[src/rtl/switch_count_to_digits.sv]
// Two debounced pushbuttons step a two-digit count (decimal 00-99 or hex 00-FF)
// up or down; the digits feed a pair of 7-segment encoders.
module switch_count_to_digits #(
  parameter int DEBOUNCE_LIMIT = 250000,
  parameter int BCD_MODE       = 1
) (
  input  logic       i_Clk,
  input  logic       i_Rst,
  input  logic       i_Switch_Inc,
  input  logic       i_Switch_Dec,
  output logic [3:0] o_Ones_Num,
  output logic [3:0] o_Tens_Num,
  output logic       o_Count_Pulse
);

  // The counter only ever reaches DEBOUNCE_LIMIT-1 before it clears.
  localparam int CW = (DEBOUNCE_LIMIT > 2) ? $clog2(DEBOUNCE_LIMIT) : 1;
  localparam logic [CW-1:0] CNT_LAST = CW'(DEBOUNCE_LIMIT - 1);

  // Index 0 is the increment switch, index 1 the decrement switch.
  logic [1:0]    raw;
  logic [1:0]    meta;
  logic [1:0]    sync;
  logic [1:0]    stable;
  logic [1:0]    press;
  logic [CW-1:0] deb_cnt [2];
  logic [7:0]    count;
  logic [7:0]    count_up;
  logic [7:0]    count_down;
  logic          count_pulse;

  assign raw = {i_Switch_Dec, i_Switch_Inc};

  function automatic logic [7:0] step_up(input logic [7:0] v);
    logic [7:0] r;
    r = v;
    if (BCD_MODE != 0) begin
      if (v[3:0] == 4'd9) begin
        r[3:0] = 4'd0;
        r[7:4] = (v[7:4] == 4'd9) ? 4'd0 : v[7:4] + 4'd1;
      end else begin
        r[3:0] = v[3:0] + 4'd1;
      end
    end else begin
      r = v + 8'd1;
    end
    return r;
  endfunction

  function automatic logic [7:0] step_down(input logic [7:0] v);
    logic [7:0] r;
    r = v;
    if (BCD_MODE != 0) begin
      if (v[3:0] == 4'd0) begin
        r[3:0] = 4'd9;
        r[7:4] = (v[7:4] == 4'd0) ? 4'd9 : v[7:4] - 4'd1;
      end else begin
        r[3:0] = v[3:0] - 4'd1;
      end
    end else begin
      r = v - 8'd1;
    end
    return r;
  endfunction

  // Synchronise, then debounce; a press strobe fires only on a 0->1 accept.
  always_ff @(posedge i_Clk) begin
    if (i_Rst) begin
      meta   <= 2'b00;
      sync   <= 2'b00;
      stable <= 2'b00;
      press  <= 2'b00;
      for (int i = 0; i < 2; i++) begin
        deb_cnt[i] <= '0;
      end
    end else begin
      meta <= raw;
      sync <= meta;
      for (int i = 0; i < 2; i++) begin
        press[i] <= 1'b0;
        if (sync[i] != stable[i]) begin
          if (deb_cnt[i] == CNT_LAST) begin
            stable[i]  <= ~stable[i];
            deb_cnt[i] <= '0;
            press[i]   <= ~stable[i];
          end else begin
            deb_cnt[i] <= deb_cnt[i] + 1'b1;
          end
        end else begin
          deb_cnt[i] <= '0;
        end
      end
    end
  end

  always_comb begin
    count_up   = step_up(count);
    count_down = step_down(count);
  end

  // Simultaneous presses cancel: no change and no strobe.
  always_ff @(posedge i_Clk) begin
    if (i_Rst) begin
      count       <= 8'h00;
      count_pulse <= 1'b0;
    end else begin
      count_pulse <= press[0] ^ press[1];
      case (press)
        2'b01:   count <= count_up;
        2'b10:   count <= count_down;
        default: count <= count;
      endcase
    end
  end

  assign o_Ones_Num    = count[3:0];
  assign o_Tens_Num    = count[7:4];
  assign o_Count_Pulse = count_pulse;

endmodule

[config.mk]
export PLATFORM = sky130hd
export DESIGN_NAME = switch_count_to_digits
export DESIGN_NICKNAME = d
export VERILOG_FILES = /design/src/rtl/switch_count_to_digits.sv
export SDC_FILE = /design/constraint.sdc
export NUM_CORES = 1
export LEC_CHECK = 0
export BUFFER_PORTS_ARGS = -buffer_cell sky130_fd_sc_hd__buf_2
export CORE_MARGIN = 1
export CORE_UTILIZATION = 60
export DETAILED_ROUTE_END_ITERATION = 10
export PLACE_DENSITY = 0.78
export SLEW_MARGIN = 20
export SYNTH_ARGS = -nofsm -noshare
export SYNTH_HDL_FRONTEND = slang
export SYNTH_SLANG_ARGS = --single-unit
[constraint.sdc]
create_clock -name i_Clk -period 2.59 [get_ports i_Clk]
set_input_delay 0.518 -clock i_Clk [delete_from_list [all_inputs] [get_ports i_Clk]]
set_output_delay 0.518 -clock i_Clk [all_outputs]
set_load 0.01 [all_outputs]
Word level (Yosys, flattened, before mapping)
Memories as Yosys holds them, arrays and structs flattened. Index checks and enable logic that the tools add are counted.

Register bits: 17. Bits in writable memories: 36. Input port bits: 4. Output and inout bits: 9. Logic and storage cells: 84. Memories kept: 1.

$add $sub $neg: 6. Equality and inequality tests: 10. Multiplexer cells: 37. Bitwise logic cells: 13. Reduce and logical (&&, ||, !) cells: 8.

Memory list: deb_cnt (depth 2, width 18, read ports 2, clocked after memory_dff 0, wr ports 2, line 26) `logic [CW-1:0] deb_cnt [2];`.

Operators by type and width (number): 2-to-1 mux 18 bit (6); adder 18 x 1 -> 18 bit, second input constant (2); equality test 18 bit, second input constant (2); 2-to-1 mux 1 bit (24); 2-to-1 mux 4 bit (6); one-hot mux 8 bit (2 select lines) (1); adder 4 x 1 -> 4 bit, second input constant (2); equality test 4 bit, second input constant (2); zero test 4 bit (2); subtractor 4 x 1 -> 4 bit, second input constant (2); inverter 1 bit (6); OR 1 bit (6); OR reduction 3 bit (2); inequality test 2 bit, second input constant (2); AND reduction 2 bit (2); AND reduction 3 bit (1); equality test 2 x 1 -> 1 bit, second input constant (1); equality test 2 bit, second input constant (1); inequality test 1 bit (2); nonzero test 2 bit (1); XOR 1 bit (1).

Longest topological paths before layout
Gate-level depths: netlist of the first run.

Word-level depth: 8. Gate-level depth with buffers: 7. Gate-level depth less buffers: 6.

Worst setup path after synthesis of the first run
No wires, ideal clock.

Path kind: flip-flop to flip-flop. From: memory deb_cnt[0][0] in the netlist's numbering. To: memory deb_cnt[0][7] in the netlist's numbering (data pin). Setup time: 0.254 ns. Data arrival time: 1.702 ns. Data required time: 2.336 ns. Path slack: 0.634 ns. Cell stages (with the launch flop): 7. Path buffers: 1. Period minus slack after synthesis: 1.956 ns. Cell sequence: edfxtp_1 -> ha_1 -> nand3_1 -> or4_1 -> o21ai_2 -> buf_6 -> nor2_1.

RTL lines (line): start: declaration (26).

==> flow_metrics.env, run 1 <==
export IMPL_cp_data_arrival_time_ns=2.13
export IMPL_hold_violations=0
export IMPL_required_ns=2.65
export IMPL_start_kind="register"
export IMPL_crit_cells=5
export IMPL_final_nets=356
export IMPL_rr_worst_depth=5
export IMPL_antenna_found_initial=0
export IMPL_crit_chain="nand2b_1, or4_1, o21ai_2, buf_4, nor2_1"
export IMPL_final_max_slew_violation_count=0
export IMPL_total_power_mw=1.56
export IMPL_yosysSeqAreaShare_pct=48.5
export IMPL_yosysTopAreaCell="edfxtp_1"
export IMPL_yosysMostFrequentCell="edfxtp_1"
export IMPL_synth_common_cells="edfxtp_1, nor2_1, xnor2_1"
export IMPL_dpl_cell_area_mm2=0.00319
export IMPL_die_x_um=71.9
export IMPL_antenna_left=0
export IMPL_firstDrtPassIters=4
export IMPL_fp_row_count=25
export IMPL_post_cts_buffers=0
export IMPL_syn_area_per_cell_um2=9.74
export IMPL_max_freq_ghz=0.482
export IMPL_multiInputGateArea_mm2=0.00155
export IMPL_ys_seq_elements=53
export IMPL_viasPerCell=5.50
export IMPL_async_reset_ff_share_pct=0
export IMPL_vias=2286
export IMPL_grt_pass1_vias=2108
export IMPL_p_leak_nw=1.14
export IMPL_endpoint="deb_cnt[0][4]"
export IMPL_pre_cts_ws_ns=0.507
export IMPL_drv_cap=0
export IMPL_htree_levels=2
export IMPL_die_h_um=71.9
export IMPL_synthDistinctLibCells=51
export IMPL_cp_end_kind="register"
export IMPL_synth_edf_count=36
export IMPL_synth_top_area_share_pct=36.9
export IMPL_grt_max_degree=21
export IMPL_setup_violations=0
export IMPL_critPathMaxFanout=10
export IMPL_root_buffer="clkbuf_8"
export IMPL_cts_hold_buffers_added=0
export IMPL_fillers=376
export IMPL_portBuffers=12
export IMPL_reg2reg_to="deb_cnt[0][4]"
export IMPL_drt_iter0_drc=152
export IMPL_routedWlPerCell_um=12.7
export IMPL_grt_ovfl_total=0
export IMPL_fin_crit_sh_pct=80.1
export IMPL_place_congestion=0.839
export IMPL_grt_pass1_wl_um=9060
export IMPL_hp_class="input port to register"
export IMPL_fin_skew_ns=0.0126
export IMPL_antenna_cells=0
export IMPL_synth_simple_area_share_pct=26.7
export IMPL_synth_top_family_by_area="simple AND/OR/NAND/NOR gates"
export IMPL_core_mm2=0.00472
export IMPL_cts_buffers_inserted=5
export IMPL_start_util_pct=62.1
export IMPL_fin_crit_ns=2.07
export IMPL_yosysWarnings=0
export IMPL_path_clk_slew_ns=0.09
export IMPL_synth_cell_area_mm2=0.00293
export IMPL_powerDensity_mw_per_mm2=474
export IMPL_clock_path_buffers=2
export IMPL_routed_wl_um=5270
export IMPL_synth_area_leaders="edfxtp_1, dfxtp_1, xnor2_1"
export IMPL_fin_cells=416
export IMPL_cts_resized=0
export IMPL_r2r_setup_slack_ns=0.52
export IMPL_area_delta_synth_final_pct=12.5
export IMPL_clkSinkCount=53
export IMPL_whs_ns=0.422
export IMPL_synth_xor_area_share_pct=9.26
export IMPL_tns_ns=0
export IMPL_synth_mux_area_share_pct=0
export IMPL_netlist_instances=301
export IMPL_fin_ws_ns=0.515
export IMPL_crit_start="deb_cnt[0][4]"
export IMPL_drive_gt1_share_pct=8.88
export IMPL_path_buf_inv=1
export IMPL_status="completed"
export IMPL_ys_flop_type="edfxtp_1"
export IMPL_final_util_pct=69.8
export IMPL_ff_latch_area_mm2=0.00142
export IMPL_synth_compound_area_share_pct=10.5
export IMPL_die_area_mm2=0.00517
export IMPL_slowest_delay_ns=0.55
export IMPL_grt_usage_pct=22.2
export IMPL_synth_fa_ha_area_share_pct=1.71
export IMPL_cp_slowest_cell="or4_1"
export IMPL_ir_drop_uv=362
export IMPL_insertion_delay_ns=0.31
export IMPL_crit_type="register to register"
export IMPL_placed_cells=408
export IMPL_stdcell_area_mm2=0.00330
export IMPL_grt_setup_unrepaired="no"
export IMPL_ioPinCount=13
export IMPL_critPathTopFamily="simple AND/OR/NAND/NOR gates"
export IMPL_drc=0
export IMPL_r2r_start="deb_cnt[0][4]"
export IMPL_cts_tree="done"
export IMPL_dpl_hpwl_um=3830
layout make-up:
cell class | instances | share of cell area [%]
Multi-Input combinational cell | 260 | 46.9
Sequential cell | 53 | 43.1
Clock buffer | 8 | 3.38
Timing Repair Buffer | 16 | 2.73
Tap cell | 67 | 2.54
Inverter | 12 | 1.37
per-layer routing:
metal  GRT usage (%)  share of wire [%]  vias to the layer above
met5               0                  0                        -
met4            8.93                1.6                        0
met3            4.86                3.6                       10
met2            35.1                 45                       51
met1            30.1                 49                     1059
li1                -                  -                     1166
flip-flops by register name, summed over array words and instances, names as in the netlist:
register and flops:
sync 2, meta 2, deb_cnt 36, stable 2, press 2, o_Count_Pulse 1, count 8
cells by family (layout without fill, tap and decap cells):
| family | count (synthesis) | in the layout |
|---|---|---|
| compound gates | 51 | 51 |
| flops | 53 | 53 |
| xor+xnor | 31 | 31 |
| buf+inv | 23 | 36 |
| simple gates | 138 | 138 |
| fa+ha+maj | 4 | 4 |
| other cells | 1 | 36 |
worst register-to-register path, delay by kind of cell, from the launching register on:
family | cells | cell delay, ns
AO/OA/AOI/OAI | 1 | 0.34
AND/OR/NAND/NOR | 3 | 0.80
buffers and inverters | 1 | 0.25
flip-flops | 1 | 0.46
placed cells by master, fill, tap and decap left out, types with 3 or more instances in the layout:
| cell | netlist | layout |
|---|---|---|
| or3_1 | 7 | 7 |
| edfxtp_1 | 36 | 36 |
| nand2_1 | 17 | 17 |
| xor2_1 | 9 | 9 |
| ha_1 | 4 | 4 |
| o31ai_1 | 3 | 3 |
| o21ai_0 | 17 | 17 |
| or4_1 | 5 | 5 |
| nor3_1 | 8 | 8 |
| and3_1 | 5 | 5 |
| inv_1 | 12 | 12 |
| nand2b_1 | 5 | 5 |
| nor4b_1 | 7 | 7 |
| clkbuf_8 | 0 | 6 |
| nor2_1 | 33 | 33 |
| nor4_1 | 7 | 7 |
| buf_4 | 0 | 4 |
| conb_1 | 1 | 36 |
| dfxtp_1 | 17 | 17 |
| xnor2_1 | 22 | 22 |
| nand4_1 | 7 | 7 |
| nand3_1 | 13 | 13 |
| buf_2 | 1 | 12 |
| nor2b_1 | 7 | 7 |
| a21oi_1 | 16 | 16 |
| and4_1 | 3 | 3 |
worst min-delay path by stage:
| stage | start | to | slack (ns) | cells past startpoint |
|---|---|---|---|---|
| 6_report | i_Switch_Dec | meta[1] | 0.42 | 2 |
| 5_1_grt | i_Switch_Inc | meta[0] | 0.42 | 2 |
| 3_3_place_gp | meta[1] | sync[1] | 0.42 | 1 |
| 3_5_place_dp | meta[0] | sync[0] | 0.42 | 1 |
| 4_1_cts | i_Switch_Dec | meta[1] | 0.41 | 2 |
| 2_1_floorplan | meta[0] | sync[0] | 0.41 | 1 |
report_power, final:
group / switching [mW] / internal, mW / leakage, nW
registers: 0.0319 / 0.929 / 0.509
logic: 0.0382 / 0.0248 / 0.570
clock network: 0.263 / 0.277 / 0.0566
total: 0.333 / 1.23 / 1.14
Power figures use the tool's default switching activity.
==> run 2: changes to the inputs <==
==> constraint.sdc (replaced) <==
create_clock -name i_Clk -period 2.1 [get_ports i_Clk]
set_input_delay 0.42 -clock i_Clk [delete_from_list [all_inputs] [get_ports i_Clk]]
set_output_delay 0.42 -clock i_Clk [all_outputs]
set_load 0.01 [all_outputs]
==> run 2 against run 1 <==
  * Sequential share of layout area is 0.40 points lower
  * Critical path depth did not move
  * Total power up 17%
  * Clock power grew 4.1%
  * Global-route usage grew 0.62 points
  * Via count grew 0.52%
  * Clock-buffer cell count is 3 lower
  * Critical path type unchanged
  * Critical endpoint is now deb_cnt[1][16]
  * Largest power group unchanged
==> flow_metrics.env, run 2 (same netlist as run 1, synthesis figures left out) <==
export IMPL_p_leak_nw=1.16
export IMPL_portBuffers=12
export IMPL_required_ns=2.16
export IMPL_cts_tree="done"
export IMPL_ioPinCount=13
export IMPL_place_congestion=0.781
export IMPL_final_util_pct=70.5
export IMPL_fillers=364
export IMPL_final_nets=361
export IMPL_vias=2298
export IMPL_largest_register_ffs=36
export IMPL_area_delta_synth_final_pct=13.6
export IMPL_drt_iter0_drc=125
export IMPL_fin_skew_ns=0.00302
export IMPL_grt_max_degree=21
export IMPL_path_clk_slew_ns=0.09
export IMPL_firstDrtPassIters=5
export IMPL_drive_gt1_share_pct=11.0
export IMPL_start_kind="register"
export IMPL_critPathMaxFanout=5
export IMPL_drv_cap=0
export IMPL_top_register="deb_cnt"
export IMPL_antenna_left=0
export IMPL_fin_crit_sh_pct=97.3
export IMPL_die_h_um=71.9
export IMPL_dpl_hpwl_um=3980
export IMPL_tns_ns=0
export IMPL_die_area_mm2=0.00517
export IMPL_grt_ovfl_total=0
export IMPL_fin_crit_ns=2.04
export IMPL_cp_data_arrival_time_ns=2.10
export IMPL_slew_headroom_pct=62.3
export IMPL_final_max_slew_violation_count=0
export IMPL_fin_ws_ns=0.0560
export IMPL_drc=0
export IMPL_core_mm2=0.00472
export IMPL_htree_levels=2
export IMPL_reg_largest_list="deb_cnt (36), count (8)"
export IMPL_grt_setup_unrepaired="yes"
export IMPL_status="completed"
export IMPL_setup_violations=0
export IMPL_hp_class="input port to register"
export IMPL_die_x_um=71.9
export IMPL_viasPerCell=5.46
export IMPL_cts_hold_buffers_added=0
export IMPL_grt_pass1_wl_um=9250
export IMPL_powerDensity_mw_per_mm2=551
export IMPL_clock_path_buffers=2
export IMPL_cts_buffers_inserted=5
export IMPL_layout_cells_most_common_list="edfxtp_1, conb_1, nor2_1"
export IMPL_routed_wl_um=5540
export IMPL_start_util_pct=62.1
export IMPL_grt_pass1_vias=2044
export IMPL_insertion_delay_ns=0.30
export IMPL_routedWlPerCell_um=13.1
export IMPL_grt_usage_pct=22.9
export IMPL_antenna_found_initial=0
export IMPL_root_buffer="clkbuf_8"
export IMPL_clkSinkCount=53
export IMPL_hold_violations=0
export IMPL_max_freq_ghz=0.489
export IMPL_fp_row_count=25
export IMPL_ir_drop_uv=509
export IMPL_pre_cts_ws_ns=0.0448
export IMPL_antenna_cells=0
export IMPL_worst_slew_pin_slew_ns=0.559
export IMPL_crit_type="register to register"
export IMPL_cp_end_kind="register"
-- run 2: final timing paths --
kind | start | end | slack, ns | cells after the start
worst max-delay path | deb_cnt[1][0] | deb_cnt[1][16] | 0.06 | 5
worst min-delay path | i_Switch_Inc | meta[0] | 0.32 | 2
worst max register to register | deb_cnt[1][0] | deb_cnt[1][16] | 0.06 | 5
worst min register to register | meta[1] | sync[1] | 0.45 | 1
-- run 2: what timing repair did --
action                                  in CTS  in global routing
gates resized for setup                      0                  3
setup buffers                                0                  2
endpoints found under the setup margin       0                  6
-- run 2: per-stage QoR --
stage,hold WS (ns),total power [mW],std cells,cell area (um^2)
detailed placement,0.448,1.29,411,3220
global route,0.318,1.90,421,3330
CTS,0.305,1.85,419,3310
finish,0.315,1.83,421,3330
global placement,0.421,1.28,411,3220
floorplan,0.414,1.26,336,3060
-- run 2: where the power goes --
group	leakage (nW)	internal (mW)	switching (mW)
Clock	0.0482	0.232	0.330
Combinational	0.601	0.0362	0.0511
Sequential	0.509	1.15	0.0384
-- run 2: critical path, stage by stage, from the launching register on --
cell	delay, ns
edfxtp_1	0.43
ha_2	0.23
nand3_1	0.16
or4_2	0.74
o21ai_1	0.16
a21oi_1	0.08
-- run 2: layer usage --
metal | part of all wire (%) | global-route usage (%) | up-vias | wire length (um)
met5 | 0 | 0 | - | 0
met4 | 0.69 | 6.10 | 0 | 38
met3 | 3.1 | 4.58 | 6 | 173
met2 | 46 | 36.2 | 45 | 2550
met1 | 50 | 32.5 | 1076 | 2780
li1 | - | - | 1171 | -
-- run 2: cell type report --
class	count	area, um^2	share of cell area (%)
clock buffer	5	68.8	2.07
tap	67	83.8	2.52
clock inverter	3	16.3	0.489
timing repair buffer	21	140	4.21
multi-input combinational	260	1550	46.7
sequential	53	1420	42.7
inverter	12	45.0	1.35
